==> src/rtl/rat_intc_pkg.sv <==
// Shared types and limits for the RAT interrupt controller.
package rat_intc_pkg;

  typedef enum logic [1:0] {
    ST_IDLE    = 2'd0,
    ST_REQ     = 2'd1,
    ST_SERVICE = 2'd2
  } intc_state_t;

  localparam int MAX_SRC = 8;

endpackage

==> src/rtl/intr_edge_sync.sv <==
// Per-line synchroniser followed by a rising-edge detector; pulse_o is high
// for one cycle when the synchronised line goes 0 -> 1.
module intr_edge_sync
  import rat_intc_pkg::*;
#(
  parameter int SYNC_STAGES = 2
) (
  input  logic clk,
  input  logic RESET_N,
  input  logic async_i,
  output logic pulse_o
);

  logic [SYNC_STAGES-1:0] sync_q;
  logic                   prev_q;

  // synchroniser chain plus one history flop for edge detection
  always_ff @(posedge clk or negedge RESET_N) begin
    if (!RESET_N) begin
      sync_q <= '0;
      prev_q <= 1'b0;
    end else begin
      sync_q <= {sync_q[SYNC_STAGES-2:0], async_i};
      prev_q <= sync_q[SYNC_STAGES-1];
    end
  end

  assign pulse_o = sync_q[SYNC_STAGES-1] & ~prev_q;

endmodule

==> src/rtl/intr_controller.sv <==
// Multi-source interrupt scheduler: latches edge events as pending, masks and
// fixed-priority arbitrates them, and hands one request at a time to the CPU.
module intr_controller
  import rat_intc_pkg::*;
#(
  parameter int NUM_SRC     = 4,
  parameter int ID_W        = $clog2(NUM_SRC),
  parameter int SYNC_STAGES = 2
) (
  input  logic               clk,
  input  logic               RESET_N,
  input  logic [NUM_SRC-1:0] INT_SRC,
  input  logic               I_EN,
  input  logic               MASK_WE,
  input  logic [NUM_SRC-1:0] MASK_IN,
  input  logic               INT_ACK,
  input  logic               RETI,
  output logic               INTR,
  output logic [ID_W-1:0]    INT_ID,
  output logic               IN_SERVICE,
  output logic [NUM_SRC-1:0] PENDING,
  output logic [NUM_SRC-1:0] MASK
);

  // lowest set index wins
  function automatic logic [ID_W-1:0] prio_enc(input logic [NUM_SRC-1:0] v);
    logic [ID_W-1:0] r;
    r = '0;
    for (int i = NUM_SRC - 1; i >= 0; i--) begin
      r = v[i] ? ID_W'(i) : r;
    end
    return r;
  endfunction

  logic [NUM_SRC-1:0] edge_s, eligible_s, sel_s, clr_s;
  logic [NUM_SRC-1:0] pending_q, pending_d, mask_q, mask_d;
  logic [ID_W-1:0]    int_id_q, int_id_d, winner_s;
  logic               intr_q, intr_d, in_service_q, in_service_d;
  logic               ack_s, cur_en_s;
  intc_state_t        state_q, state_d;

  for (genvar g = 0; g < NUM_SRC; g++) begin : g_src
    intr_edge_sync #(.SYNC_STAGES(SYNC_STAGES)) u_sync (
      .clk     (clk),
      .RESET_N (RESET_N),
      .async_i (INT_SRC[g]),
      .pulse_o (edge_s[g])
    );
  end

  assign eligible_s = pending_q & mask_q;
  assign winner_s   = prio_enc(eligible_s);
  assign ack_s      = (state_q == ST_REQ) && INT_ACK;

  // one-hot select of the current ID and whether that source is still unmasked
  always_comb begin
    sel_s    = '0;
    cur_en_s = 1'b0;
    for (int i = 0; i < NUM_SRC; i++) begin
      if (ID_W'(i) == int_id_q) begin
        sel_s[i] = 1'b1;
        cur_en_s = mask_q[i];
      end else begin
        sel_s[i] = 1'b0;
      end
    end
  end

  // new edges win over the acknowledge clear so a coincident event survives
  assign clr_s     = ack_s ? sel_s : '0;
  assign pending_d = (pending_q & ~clr_s) | edge_s;
  assign mask_d    = MASK_WE ? MASK_IN : mask_q;

  // FSM next state and registered request outputs
  always_comb begin
    state_d      = state_q;
    int_id_d     = int_id_q;
    intr_d       = intr_q;
    in_service_d = in_service_q;
    case (state_q)
      ST_IDLE: begin
        if (I_EN && |eligible_s) begin
          int_id_d = winner_s;
          intr_d   = 1'b1;
          state_d  = ST_REQ;
        end else begin
          intr_d = 1'b0;
        end
      end
      ST_REQ: begin
        if (INT_ACK) begin
          intr_d       = 1'b0;
          in_service_d = 1'b1;
          state_d      = ST_SERVICE;
        end else if (!I_EN || !cur_en_s) begin
          intr_d  = 1'b0;
          state_d = ST_IDLE;
        end else begin
          intr_d = 1'b1;
        end
      end
      ST_SERVICE: begin
        if (RETI) begin
          in_service_d = 1'b0;
          state_d      = ST_IDLE;
        end else begin
          in_service_d = 1'b1;
        end
      end
      default: begin
        intr_d       = 1'b0;
        in_service_d = 1'b0;
        state_d      = ST_IDLE;
      end
    endcase
  end

  // state registers
  always_ff @(posedge clk or negedge RESET_N) begin
    if (!RESET_N) begin
      state_q      <= ST_IDLE;
      pending_q    <= '0;
      mask_q       <= '0;
      int_id_q     <= '0;
      intr_q       <= 1'b0;
      in_service_q <= 1'b0;
    end else begin
      state_q      <= state_d;
      pending_q    <= pending_d;
      mask_q       <= mask_d;
      int_id_q     <= int_id_d;
      intr_q       <= intr_d;
      in_service_q <= in_service_d;
    end
  end

  assign INTR       = intr_q;
  assign INT_ID     = int_id_q;
  assign IN_SERVICE = in_service_q;
  assign PENDING    = pending_q;
  assign MASK       = mask_q;

endmodule

==> config.mk <==
export PLATFORM = sky130hd
export DESIGN_NAME = intr_controller
export DESIGN_NICKNAME = d
export VERILOG_FILES = /design/src/rtl/rat_intc_pkg.sv /design/src/rtl/intr_edge_sync.sv /design/src/rtl/intr_controller.sv
export SDC_FILE = /design/constraint.sdc
export NUM_CORES = 1
export LEC_CHECK = 0
export BUFFER_PORTS_ARGS = -buffer_cell sky130_fd_sc_hd__clkbuf_2
export CAP_MARGIN = 20
export CORE_MARGIN = 2
export CORE_UTILIZATION = 50
export CTS_CLUSTER_SIZE = 40
export DETAILED_ROUTE_END_ITERATION = 8
export PLACE_DENSITY = 0.8
export SYNTH_ARGS = -nofsm -noshare
export SYNTH_HDL_FRONTEND = slang
export SYNTH_SLANG_ARGS = --single-unit
==> constraint.sdc <==
create_clock -name clk -period 4.19 [get_ports clk]
set_clock_uncertainty 0.2 [all_clocks]
set_input_delay 0.419 -clock clk [delete_from_list [all_inputs] [get_ports clk]]
set_output_delay 0.419 -clock clk [all_outputs]
set_load 0.01 [all_outputs]
# After elaboration in Yosys (flattened, before gate mapping)
# Index checks and enable logic that the tools add are counted.
# totals
out_inout_bits	12
register_bits	26
inputBits	14
# classes
bitwise	13
mux	25
eq_ne	9
reduce_logical	11
# op_table
operator	n
$mux W2	8
$mux W1	13
$and A4 B4 Y4	2
$ne A2 B2 Y1 const B	3
$pmux W1 S3	2
$pmux W2 S3	1
$not A1 Y1	5
$and A1 B1 Y1	4
$eq A2 B2 Y1 const A	2
$logic_not A2 Y1	2
$mux W4	1
$not A4 Y4	1
$or A4 B4 Y4	1
$reduce_and A2 Y1	2
$reduce_or A4 Y1	1
$ne A3 B2 Y1 const B	1
$reduce_and A3 Y1	1
$eq A1 B2 Y1 const A	1
$eq A2 B1 Y1 const B	1
$eq A2 B2 Y1 const B	1
$logic_and A1 B1 Y1	2
$logic_not A1 Y1	2
$logic_or A1 B1 Y1	1

# Depth between registers and ports, before layout
# Gate-level depths: netlist of run 1.
# depth
ltp_word	10
mapped_depth	6
ltp_nobuf	6

# By module
# From an unflattened synthesis of run 1, not the netlist that was laid out.
# unflattened
cells_unflattened	76
hier_area_um2	1044.8
# by_module_without_submodules
mod	area_each_um2	n_inst	cells_per_inst
intr_controller	689.4	1	60
intr_edge_sync	88.8	4	4

# Worst setup path before layout of run 1
# OpenSTA, ideal clock, no wires.
# synth_timing
kind	register to register
start	register int_id_q[1] (netlist: INT_ID[1])
end	register state_q[1]
path_stages_with_launch	5
arrival_ns	1.582
required_ns	3.911
path_slack_ns	2.329
cell_sequence	dfrtp_1 mux4_2 a32o_2 a21oi_1 mux2i_1
# synth_between
elab_chain_len	9
elab_cells_between_ends	12
classes_between	eq/ne (4); mux (4); reduce/logical (4)
# synth_lines
item	line	text
start: declaration	intr_controller.sv:37	logic [ID_W-1:0] int_id_q, int_id_d, winner_s;
start signal: assignment	intr_controller.sv:131	int_id_q <= int_id_d;
$logic_not A2 Y1	intr_controller.sv:60	if (ID_W'(i) == int_id_q) begin
$mux W1 (3 in series)	intr_controller.sv:60	
$mux W1 (*)	intr_controller.sv:60	
$logic_not A1 Y1 (*)	intr_controller.sv:95	end else if (!I_EN || !cur_en_s) begin
$logic_or A1 B1 Y1 (*)	intr_controller.sv:95	
$ne A3 B2 Y1 (no line) (*)	-	
$reduce_and A3 Y1 (no line) (*)	-	
end signal: assignment	intr_controller.sv:128	state_q <= state_d;
end: declaration	intr_controller.sv:40	intc_state_t state_q, state_d;
# Mark *: on every way between the ends. The rest lies on a longest branch, timed or not.
# A chain may end at the register's enable or synchronous reset.

# Worst setup path in the final report of run 1
# Same ends and word-level chain as after synthesis.

==> PnR_summary.wiki, run 1 <==
{| class="wikitable"
! Metric !! Value
|-
| Xor and xnor fraction of the mapped netlist area || 0%
|-
| Io pins || 26
|-
| Unrepaired setup endpoints after global routing || false
|-
| Synth-to-layout area growth || 24.5%
|-
| Total power divided by cell area || 562 nW/um^2
|-
| Portion of synthesized cell area occupied by the leading cell type || 65.0%
|-
| Total of buffers placed on input and output ports || 25
|-
| Count of cells along the worst hold path || 2
|-
| Via count of the first global-routing pass || 643
|-
| Number of standard cells after synthesis || 76
|-
| Leak || 0.608 nW
|-
| Synth Area per Inst || 13.2 sq um
|-
| Status || complete, no violations
|-
| Most frequent cells after synthesis || 26 x sky130_fd_sc_hd__dfrtp_1, 8 x sky130_fd_sc_hd__inv_1, 6 x sky130_fd_sc_hd__o21ai_1, 5 x sky130_fd_sc_hd__o21ai_0
|-
| Number of clock sinks seen by CTS || 26
|-
| Number of vias in the routed layout || 730
|-
| Clk Tree Root Cell || sky130_fd_sc_hd__clkbuf_4
|-
| Min cycle time layout || 1.92 ns
|-
| Std cell rows || 16
|-
| Net count of the finished layout || 128
|-
| Gr usage total || 15.4%
|-
| Slew at the pin with the worst max-slew slack || 0.607 ns
|-
| Sequential element share of the synthesized area || 65.0%
|-
| Worst slew slack as a fraction of its limit || 59.5%
|-
| Skew-Pair Late Insertion Delay || 0.30 ns
|-
| Required time of the critical path || 4.23 ns
|-
| Overall die area || 2380 sq um
|-
| Maximum number of pins on one net before global-route repair || 27
|-
| Worst slack on hold paths || 0.137 ns
|-
| Gpl congestion || 0.848
|-
| Post-detailed-route wirelength per cell || 12.3 microns
|-
| DRC viols || 0
|-
| Synthesized cell area || 1000 sq um
|-
| Maximum capacitance violations || 0
|-
| VDD IR-drop max || 318 uV
|-
| Combinational family with the most area after synthesis || compound AO/OA/AOI/OAI gates
|-
| Net count after synthesis || 93
|-
| Compound-gate portion of the synthesized area || 15.4%
|-
| Ratio of final minimum period to clock period || 45.8%
|-
| Max Slew Vio Count || 0
|-
| Proportion of layout cells with a drive suffix above 1 || 31.8%
|-
| DRC violation total after the first TritonRoute iteration || 23
|-
| Number of iterations in the first detailed-routing pass || 5
|-
| CTS Buffer Depth || 2
|-
| Leading cell types by total area after synthesis || sky130_fd_sc_hd__dfrtp_1 65%, sky130_fd_sc_hd__mux2_2 4.5%, sky130_fd_sc_hd__ha_1 3.8%
|-
| Core region area || 1920 sq um
|-
| Crit path max fanout || 6
|-
| Share of synthesized flip-flops with an asynchronous set or reset || 100%
|-
| First-pass GRT wire length || 2.82 mm
|-
| X dimension of the die || 48.7 microns
|-
| Cell with the most instances after synthesis || sky130_fd_sc_hd__dfrtp_1
|-
| Register bit count reported by yosys || 26
|-
| Worst hold path type || primary input to flop
|-
| Count of antenna diodes in the layout || 0
|-
| Post-synthesis cell type with the largest combined area || sky130_fd_sc_hd__dfrtp_1
|-
| Postcts setup bufs || 0
|-
| Initial antenna violation count || 0
|-
| Number of warnings issued by yosys || 0
|-
| Number of cells on the worst reg-to-reg path || 4
|-
| Die outline height || 48.7 microns
|-
| Count of final setup violators || 0
|-
| Crit path kind || flop to flop
|-
| Average via count per standard cell || 5.33
|-
| GRT Residual Overflow || 0
|-
| Register cell area after layout || 651 sq um
|-
| Number of flops mapped to enable cells by yosys || 0
|-
| HPWL Detailed || 1.26 mm
|-
| Clock tree from TritonCTS || yes
|-
| Number of hold violations in the final report || 0
|-
| Number of H-tree levels || 1
|-
| Mux share of post-synthesis cell area || 8.88%
|-
| Number of inserted filler cells in the final layout || 154
|-
| Clock buffer count from CTS || 3
|-
| Number of distinct library cells after synthesis || 22
|-
| Residual antenna-violating net count after detailed routing || 0
|-
| Clock slew at reported path FFs || 0.13 ns
|-
| Initial cell density of the core || 52.1%
|-
| Multi-input gate area in the final layout || 320 sq um
|-
| Post-Synth Adder-Cell Area || 3.75%
|-
| FF-to-FF setup slack || 2.27 ns
|-
| Basic-gate share of the synthesized area counting and, or, nand and nor cells || 4.00%
|-
| Type of origin of the critical path || flop
|-
| Endpoint type of the worst setup path || flop
|-
| Post-Route Setup TNS || 0 ns
|-
| WP data arrival || 1.96 ns
|-
| Achievable frequency || 521 MHz
|-
| Final routed wirelength across all metal layers || 1.69 mm
|-
| Most used DFF post-synth || sky130_fd_sc_hd__dfrtp_1
|}
-- per-stage QoR --
| stage | area (sq um) | std cells | util (%) | power (mW) | worst slack, ns |
|---|---|---|---|---|---|
| 5_1_grt | 1250 | 137 | 64.8 | 0.750 | 2.20 |
| 2_1_floorplan | 1000 | 76 | - | 0.495 | 2.33 |
| 3_5_place_dp | 1160 | 128 | 60.4 | 0.581 | 2.30 |
| 6_report | 1250 | 137 | 64.8 | 0.700 | 2.27 |
| 3_3_place_gp | 1160 | 128 | 60.4 | 0.573 | 2.34 |
| 4_1_cts | 1210 | 133 | 62.8 | 0.702 | 2.27 |
-- area by class of cell --
cell class                      instances  share of cell area [%]
Tap cell                               27                    2.71
Multi-Input combinational cell         42                    25.7
Clock buffer                            4                    2.91
Sequential cell                        26                    52.2
Timing Repair Buffer                   30                    14.1
Inverter                                8                    2.41
-- worst paths after layout --
check	start	to
worst max-delay path	INT_ID[1]	state_q[1]
worst min-delay path	MASK_IN[2]	MASK[2]
worst max register to register	INT_ID[1]	state_q[1]
worst min register to register	g_src[0].u_sync.sync_q[0]	g_src[0].u_sync.sync_q[1]
max in group asynchronous	RESET_N	g_src[1].u_sync.prev_q
min in group asynchronous	RESET_N	MASK[0]
-- kinds of logic (layout without fill, tap and decap cells) --
family,after synthesis,in the layout
AOI/OAI and AO/OA,24,24
adders and majority gates,3,3
buffers and inverters,8,42
DFF,26,26
muxes,7,7
and+or+nand+nor,8,8
-- timing repair --
action / in CTS / in global routing
hold endpoints to repair: 26 / 4
resized for setup: 0 / 0
hold buffers: 1 / 4
-- power by group --
part	switching [mW]	internal [mW]	leakage, nW
registers	0.0485	0.302	0.301
logic	0.121	0.109	0.287
clock network	0.0668	0.0530	0.0210
-- cells in the final DEF (no fill, tap or decap), types with 2 or more instances in the layout --
master / n
sky130_fd_sc_hd__a22o_1: 2
sky130_fd_sc_hd__clkbuf_4: 3
sky130_fd_sc_hd__o31ai_1: 2
sky130_fd_sc_hd__dlygate4sd3_1: 5
sky130_fd_sc_hd__o21ai_0: 5
sky130_fd_sc_hd__inv_1: 8
sky130_fd_sc_hd__mux2_2: 4
sky130_fd_sc_hd__a31oi_1: 3
sky130_fd_sc_hd__nand2_1: 4
sky130_fd_sc_hd__o21ai_1: 6
sky130_fd_sc_hd__dfrtp_1: 26
sky130_fd_sc_hd__ha_1: 3
sky130_fd_sc_hd__clkbuf_2: 25
sky130_fd_sc_hd__a21oi_1: 2
-- critical path, cell delays in order, from the launching register on --
cell,delay [ns]
sky130_fd_sc_hd__dfrtp_1,0.47
sky130_fd_sc_hd__mux4_2,0.55
sky130_fd_sc_hd__a32o_2,0.29
sky130_fd_sc_hd__a21oi_1,0.15
sky130_fd_sc_hd__mux2i_1,0.19
-- state kept, by name (all words and copies together) (netlist names) --
signal	cells
INTR	1
INT_ID	2
IN_SERVICE	1
MASK	4
PENDING	4
g_src.u_sync.prev_q	4
g_src.u_sync.sync_q	8
state_q	2
-- routing by layer --
layer | vias up | wire length [microns] | GRT usage [%]
met3 | 4 | 106 | 4.32
li1 | 340 | - | -
met5 | - | 0 | 0
met4 | 0 | 25 | 7.14
met1 | 353 | 722 | 19.7
met2 | 33 | 834 | 24.4
Power figures use the tool's default switching activity.
==> run 2, diff against run 1 <==
Settings changed: ABC_AREA set to 1.
Clock period 4.19 ns to 1.9 ns, I/O delays scaled along.
==> run 2 against run 1 <==
Register-to-register slack got worse by 1.9 ns. Clock power rose to 3.1 times the previous value. Flip-flop and latch count did not move. Sequential share of layout area fell by 5.2 points. Count of clock-buffer cells in the layout fell by 1. Critical path depth rose by 1. Cell area rose by 11%. Routed wire length rose by 31%. Sequential power rose by 120%. Power rose by 150%. Utilization rose by 5.7 points. Via count rose by 15%. Critical path type is now primary input to flop. Largest cell class unchanged. Highest routed layer unchanged.
==> PnR_summary.wiki, run 2 <==
{| class="wikitable"
! Metric !! Value
|-
| Count of final setup violators || 0
|-
| Most frequent standard cell in the layout excluding fill and tap cells || sky130_fd_sc_hd__dfrtp_1
|-
| Average via count per standard cell || 4.95
|-
| Net count of the finished layout || 161
|-
| Post-cts sizing count || 0
|-
| Required time of the critical path || 1.92 ns
|-
| Slew at the pin with the worst max-slew slack || 0.624 ns
|-
| Proportion of layout cells with a drive suffix above 1 || 27.3%
|-
| DRC viols || 0
|-
| Number of flops mapped to enable cells by yosys || 0
|-
| Core region area || 1960 sq um
|-
| Die outline height || 49.4 microns
|-
| Util after Layout || 70.5%
|-
| # hold bufs at CTS || 14
|-
| Clock slew at reported path FFs || 0.14 ns
|-
| Crit path max fanout || 6
|-
| Sum of internal, switching and leakage power || 1.72 mW
|-
| Relative contribution of the clock network to total power || 21.6%
|-
| Switch Pwr || 0.618 mW
|-
| Synth-to-layout area growth || 34.1%
|-
| Register bit count reported by yosys || 26
|-
| Total of buffers placed on input and output ports || 25
|-
| Most used DFF post-synth || sky130_fd_sc_hd__dfrtp_1
|-
| Synth Area per Inst || 10.3 sq um
|-
| Final critical-path setup slack || 0.319 ns
|-
| Number of clock sinks seen by CTS || 26
|-
| Cell with the most instances after synthesis || sky130_fd_sc_hd__dfrtp_1
|-
| Clk Tree Root Cell || sky130_fd_sc_hd__clkbuf_4
|-
| Max Slew Vio Count || 0
|-
| Ratio of final minimum period to clock period || 83.2%
|-
| Gr usage total || 21.3%
|-
| Power Internal || 1.11 mW
|-
| Number of iterations in the first detailed-routing pass || 4
|-
| Overall die area || 2440 sq um
|-
| Cell type of the slowest stage on the worst timing path || sky130_fd_sc_hd__dlygate4sd3_1
|-
| Largest stage delay, worst path || 0.55 ns
|-
| Initial cell density of the core || 52.6%
|-
| Post-detailed-route wirelength per cell || 13.0 microns
|-
| Initial antenna violation count || 0
|-
| X dimension of the die || 49.4 microns
|-
| Fraction of power consumed by combinational cells || 34.1%
|-
| Largest reg by FF count || g_src.u_sync.sync_q
|-
| Sequential group share of total power || 44.3%
|-
| CTS Buffer Depth || 2
|-
| Worst slew slack as a fraction of its limit || 58.4%
|-
| Switching Share || 35.8%
|-
| VDD IR-drop max || 835 uV
|-
| Number of warnings issued by yosys || 0
|-
| Ordered cell list for the critical path || dlygate4sd3_1 > clkbuf_2 > nand2_1 > dlygate4sd3_1 > o21ai_0
|-
| Via count of the first global-routing pass || 871
|-
| Synthesized cell area || 1030 sq um
|-
| Portion of synthesized cell area occupied by the leading cell type || 63.0%
|-
| Number of standard cells after synthesis || 100
|-
| Clock buffer count from CTS || 3
|-
| Maximum number of pins on one net before global-route repair || 27
|-
| Number of hold violations in the final report || 0
|-
| Endpoint type of the worst setup path || flop
|-
| Number of flip-flops under the largest register name || 8
|-
| Sequential element share of the synthesized area || 63.0%
|-
| Total power divided by cell area || 1250 nW/um^2
|-
| Type of origin of the critical path || primary input
|-
| First-pass GRT wire length || 3.85 mm
|-
| Net count after synthesis || 117
|-
| Residual antenna-violating net count after detailed routing || 0
|-
| Post-synthesis cell type with the largest combined area || sky130_fd_sc_hd__dfrtp_1
|-
| Leading cell types in the layout, fill and taps excluded || 26 x sky130_fd_sc_hd__dfrtp_1, 25 x sky130_fd_sc_hd__clkbuf_2, 20 x sky130_fd_sc_hd__nand2_1
|-
| Worst hold path type || primary input to flop
|-
| Io pins || 26
|-
| Min cycle time layout || 1.58 ns
|-
| Unrepaired setup endpoints after global routing || false
|-
| DRC violation total after the first TritonRoute iteration || 15
|-
| Gpl congestion || 0.930
|-
| Number of distinct library cells after synthesis || 19
|-
| GRT Residual Overflow || 0
|-
| Leading cell types by total area after synthesis || sky130_fd_sc_hd__dfrtp_1 63%, sky130_fd_sc_hd__nand2_1 7.3%, sky130_fd_sc_hd__inv_1 4.7%
|-
| Worst slack on hold paths || 0.0778 ns
|-
| Achievable frequency || 632 MHz
|-
| Count of antenna diodes in the layout || 0
|-
| Leak || 0.696 nW
|-
| Std cell rows || 16
|-
| Number of vias in the routed layout || 842
|-
| Most used cell, CP || sky130_fd_sc_hd__dlygate4sd3_1
|-
| Crit path kind || primary input to flop
|-
| Share of synthesized flip-flops with an asynchronous set or reset || 100%
|-
| HPWL Detailed || 1.51 mm
|-
| Final routed wirelength across all metal layers || 2.20 mm
|-
| Skew-Pair Late Insertion Delay || 0.32 ns
|-
| Post-Route Setup TNS || 0 ns
|-
| Maximum capacitance violations || 0
|-
| Clock tree from TritonCTS || yes
|-
| Postcts setup bufs || 0
|-
| WP data arrival || 1.60 ns
|-
| Number of H-tree levels || 1
|-
| Number of inserted filler cells in the final layout || 154
|-
| Most frequent cells after synthesis || 26 x sky130_fd_sc_hd__dfrtp_1, 20 x sky130_fd_sc_hd__nand2_1, 13 x sky130_fd_sc_hd__inv_1, 7 x sky130_fd_sc_hd__nand3_1, 6 x sky130_fd_sc_hd__o21ai_1
|-
| Setup WS pre-CTS || 0.385 ns
|-
| Status || complete, no violations
|}
-- run 2: cell count changes after synthesis, moves of 3 or more --
cell / before / now
sky130_fd_sc_hd__nand2_1: 4 / 20
sky130_fd_sc_hd__inv_1: 8 / 13
sky130_fd_sc_hd__nor2_1: 0 / 4
sky130_fd_sc_hd__a31oi_1: 3 / 0
sky130_fd_sc_hd__nand3_1: 1 / 7
-- run 2: worst paths after layout --
path / slack [ns] / to / from / cells past startpoint
worst max register to register: 0.34 / INTR / state_q[1] / 8
worst min-delay path: 0.08 / IN_SERVICE / RETI / 4
min in group asynchronous: 0.20 / PENDING[0] / RESET_N / 2
worst max-delay path: 0.32 / MASK[1] / MASK_WE / 5
worst min register to register: 0.17 / g_src[1].u_sync.sync_q[1] / g_src[1].u_sync.sync_q[0] / 0
max in group asynchronous: 0.89 / PENDING[3] / RESET_N / 2
-- run 2: cell families after synthesis --
logic type | Yosys count | synth area share, %
and+or+nand+nor | 37 | 16.1
DFF | 26 | 63.0
AOI/OAI and AO/OA | 17 | 9.58
buffers and inverters | 15 | 5.46
adders and majority gates | 3 | 3.64
muxes | 2 | 2.18
-- run 2: worst max-delay path: cells and delay by family --
family	cells	cell delay, ns
buffers and inverters	3	1.25
and+or+nand+nor	1	0.08
AOI/OAI and AO/OA	1	0.08
-- run 2: power groups by stage --
stage	Clock [mW]	Combinational (mW)	Sequential [mW]
detailed placement	0	0.547	0.775
global placement	0	0.516	0.768
global route	0.403	0.663	0.784
CTS	0.381	0.576	0.764
finish	0.372	0.588	0.765
floorplan	0	0.331	0.787
-- run 2: layout make-up --
| class | count | area, sq um | area share, % |
|---|---|---|---|
| clock buffers | 3 | 22.5 | 1.63 |
| clock inverters | 1 | 30.0 | 2.17 |
| inverters | 15 | 56.3 | 4.07 |
| multi-input cells | 59 | 325 | 23.5 |
| flip-flops and latches | 26 | 651 | 47.0 |
| well taps | 27 | 33.8 | 2.44 |
| repair buffers | 39 | 265 | 19.2 |
-- run 2: per-layer routing --
layer	global-route usage [%]	routed length, microns	vias up
met3	7.06	134	4
met1	24.9	887	389
met5	0	0	-
li1	-	-	409
met4	7.41	37	0
met2	36.5	1150	40
-- run 2: metrics by stage --
| stage | cell area, sq um | cells |
|---|---|---|
| after floorplan | 1030 | 100 |
| after global placement | 1190 | 152 |
| after detailed placement | 1190 | 152 |
| after CTS | 1380 | 170 |
| after global routing | 1380 | 170 |
| final | 1380 | 170 |
==> run 3, diff against run 2 <==
Settings changed: CORE_UTILIZATION 50 to 45, PLACE_DENSITY 0.8 to 0.76.
Clock period 1.9 ns to 1.4 ns, I/O delays scaled along.
==> run 3 against run 2 <==
The run now ends with setup timing left. Routed wire length is 5.0% higher. Power grew 53%. Critical path depth did not move. Via count increased by 2.1%. Flip-flop and latch count did not move. Global-route usage decreased by 2.3 points. Combinational power increased by 84%. Non-clock buffer count increased by 6. Critical path type is now flop to flop. Critical endpoint is now PENDING[2]. Highest routed layer unchanged.
==> PnR_summary.wiki, run 3 (synthesis gave the netlist of run 2 again) <==
{| class="wikitable"
! Metric !! Value
|-
| Inst Count DP || 155
|-
| HPWL Detailed || 1.43 mm
|-
| FF-to-FF setup slack || -0.05 ns
|-
| Clock slew at reported path FFs || 0.14 ns
|-
| Crit Reg-Reg Startpoint || state_q[1]
|-
| Number of H-tree levels || 1
|-
| Final Instance Area || 1510 sq um
|-
| Maximum number of pins on one net before global-route repair || 27
|-
| Setup WS pre-CTS || -0.0533 ns
|-
| Overall die area || 2690 sq um
|-
| Core region area || 2190 sq um
|-
| Crit Reg-Reg Endpoint || PENDING[2]
|-
| Std cell rows || 17
|-
| Gpl congestion || 0.874
|-
| Total power divided by cell area || 1750 nW/um^2
|-
| Residual antenna-violating net count after detailed routing || 0
|-
| Total of buffers placed on input and output ports || 25
|-
| Relative contribution of the clock network to total power || 19.2%
|-
| Largest stage delay, worst path || 0.44 ns
|-
| Endpoint type of the worst setup path || flop
|-
| Sequential group share of total power || 40.0%
|-
| GRT Residual Overflow || 0
|-
| Achievable frequency || 690 MHz
|-
| Required time of the critical path || 1.39 ns
|-
| Count of antenna diodes in the layout || 0
|-
| Fraction of power consumed by combinational cells || 40.9%
|-
| Number of standard cells in the layout, taps in and fillers out || 177
|-
| DRC violation total after the first TritonRoute iteration || 11
|-
| Clock tree from TritonCTS || yes
|-
| Initial antenna violation count || 0
|-
| Final routed wirelength across all metal layers || 2.32 mm
|-
| Power Internal || 1.69 mW
|-
| Number of vias in the routed layout || 860
|-
| Total cell area at the placement stage || 1210 sq um
|-
| Io pins || 26
|-
| Gr usage total || 19.0%
|-
| Post-detailed-route wirelength per cell || 13.1 microns
|-
| Count of final setup violators || 4
|-
| Worst slew slack as a fraction of its limit || 78.2%
|-
| Unrepaired setup endpoints after global routing || true
|-
| Die outline height || 51.9 microns
|-
| Largest reg by FF count || g_src.u_sync.sync_q
|-
| Crit path kind || flop to flop
|-
| DRC viols || 0
|-
| Number of clock sinks seen by CTS || 26
|-
| Beginning of the critical path || state_q[1]
|-
| Status || finished, violations left
|-
| VDD IR-drop max || 1200 uV
|-
| Clk Tree Root Cell || sky130_fd_sc_hd__clkbuf_4
|-
| Switch Pwr || 0.956 mW
|-
| Via count of the first global-routing pass || 829
|-
| First-pass GRT wire length || 3.70 mm
|-
| Most frequent standard cell in the layout excluding fill and tap cells || sky130_fd_sc_hd__clkbuf_2
|-
| Leading cell types in the layout, fill and taps excluded || 25 x sky130_fd_sc_hd__clkbuf_2, 24 x sky130_fd_sc_hd__dfrtp_1, 15 x sky130_fd_sc_hd__nand2_1
|-
| Endpoint of the most critical setup path || PENDING[2]
|-
| Switching Share || 36.2%
|-
| X dimension of the die || 51.9 microns
|-
| Cell type of the slowest stage on the worst timing path || sky130_fd_sc_hd__dfrtp_1
|-
| Post-Route Setup TNS || -0.118 ns
|-
| Type of origin of the critical path || flop
|-
| Sum of internal, switching and leakage power || 2.64 mW
|-
| Worst hold path type || primary input to async pin
|-
| Failing checks || setup timing
|-
| Final critical-path setup slack || -0.0498 ns
|-
| Crit path max fanout || 4
|-
| Net count of the finished layout || 167
|-
| Number of flip-flops under the largest register name || 8
|-
| Skew-Pair Late Insertion Delay || 0.32 ns
|-
| Ratio of final minimum period to clock period || 104%
|-
| Proportion of layout cells with a drive suffix above 1 || 43.6%
|-
| Number of hold violations in the final report || 0
|-
| Ordered cell list for the critical path || inv_2 > ha_4 > nand2_2 > o31ai_1 > o21ai_1
|-
| Maximum capacitance violations || 0
|-
| Average via count per standard cell || 4.86
|-
| CTS Buffer Depth || 2
|-
| Min cycle time layout || 1.45 ns
|-
| Number of cells on the worst reg-to-reg path || 5
|-
| Clock buffer count from CTS || 3
|-
| Number of iterations in the first detailed-routing pass || 4
|-
| Slew at the pin with the worst max-slew slack || 0.327 ns
|-
| Max Slew Vio Count || 0
|-
| Leak || 0.736 nW
|-
| Synth-to-layout area growth || 46.5%
|-
| Initial cell density of the core || 47.1%
|-
| WP data arrival || 1.44 ns
|}
## run 3: cell count changes in the layout (fill, tap and decap cells not counted), moves of 3 or more
cell                      before  now
sky130_fd_sc_hd__nor2_1        4    1
sky130_fd_sc_hd__buf_6         0    4
sky130_fd_sc_hd__nand2_1      20   15
sky130_fd_sc_hd__nand2_2       2    7
sky130_fd_sc_hd__buf_4         0    3
sky130_fd_sc_hd__ha_1          3    0
## run 3: how the worst min path moves through the flow
stage / startpoint / end / depth (start not counted)
finish: RESET_N / MASK[1] / 3
global route: RESET_N / MASK[2] / 3
CTS: RESET_N / INT_ID[0] / 3
detailed placement: RESET_N / INT_ID[0] / 2
global placement: RESET_N / INT_ID[0] / 2
floorplan: RESET_N / INTR / 0
## run 3: metrics by stage
stage	utilization [%]	hold WS, ns
floorplan	-	-0.356
global placement	55.1	-0.0566
detailed placement	55.1	-0.0481
CTS	65.8	0.126
global route	69.0	0.139
finish	69.0	0.121
## run 3: power by group through the flow
stage	clock network [mW]	registers, mW	logic [mW]
4_1_cts	0.519	1.03	0.924
3_5_place_dp	0	1.05	0.760
5_1_grt	0.551	1.08	1.18
6_report	0.507	1.06	1.08
3_3_place_gp	0	1.04	0.726
2_1_floorplan	0	1.07	0.449
## run 3: metal layers
layer / track usage (%) / up-vias / part of all wire, %
li1: - / 420 / -
met1: 24.1 / 416 / 42
met2: 31.6 / 20 / 54
met3: 4.02 / 4 / 3.0
met4: 7.46 / 0 / 1.3
met5: 0 / - / 0
## run 3: repair_timing
action                                  CTS  global route
resized for setup                        10            18
endpoints found under the hold margin    38             0
hold buffers                             13             0
setup buffers                             3             2
pin swaps                                 5             4
endpoints found under the setup margin    9            13
## run 3: final cells by class
type                            instances  area, sq um
Tap cell                               28         35.0
Sequential cell                        26          653
Fill cell                             152          678
Multi-Input combinational cell         59          393
Clock inverter                          1         30.0
Timing Repair Buffer                   45          323
Inverter                               15         56.3
Clock buffer                            3         22.5
## run 3: worst max-delay path, delay by kind of cell, from the launching register on
| family | cells | cell delay (ns) |
|---|---|---|
| flops | 1 | 0.44 |
| compound gates | 2 | 0.35 |
| fa+ha+maj | 1 | 0.16 |
| buf+inv | 1 | 0.10 |
| simple gates | 1 | 0.09 |
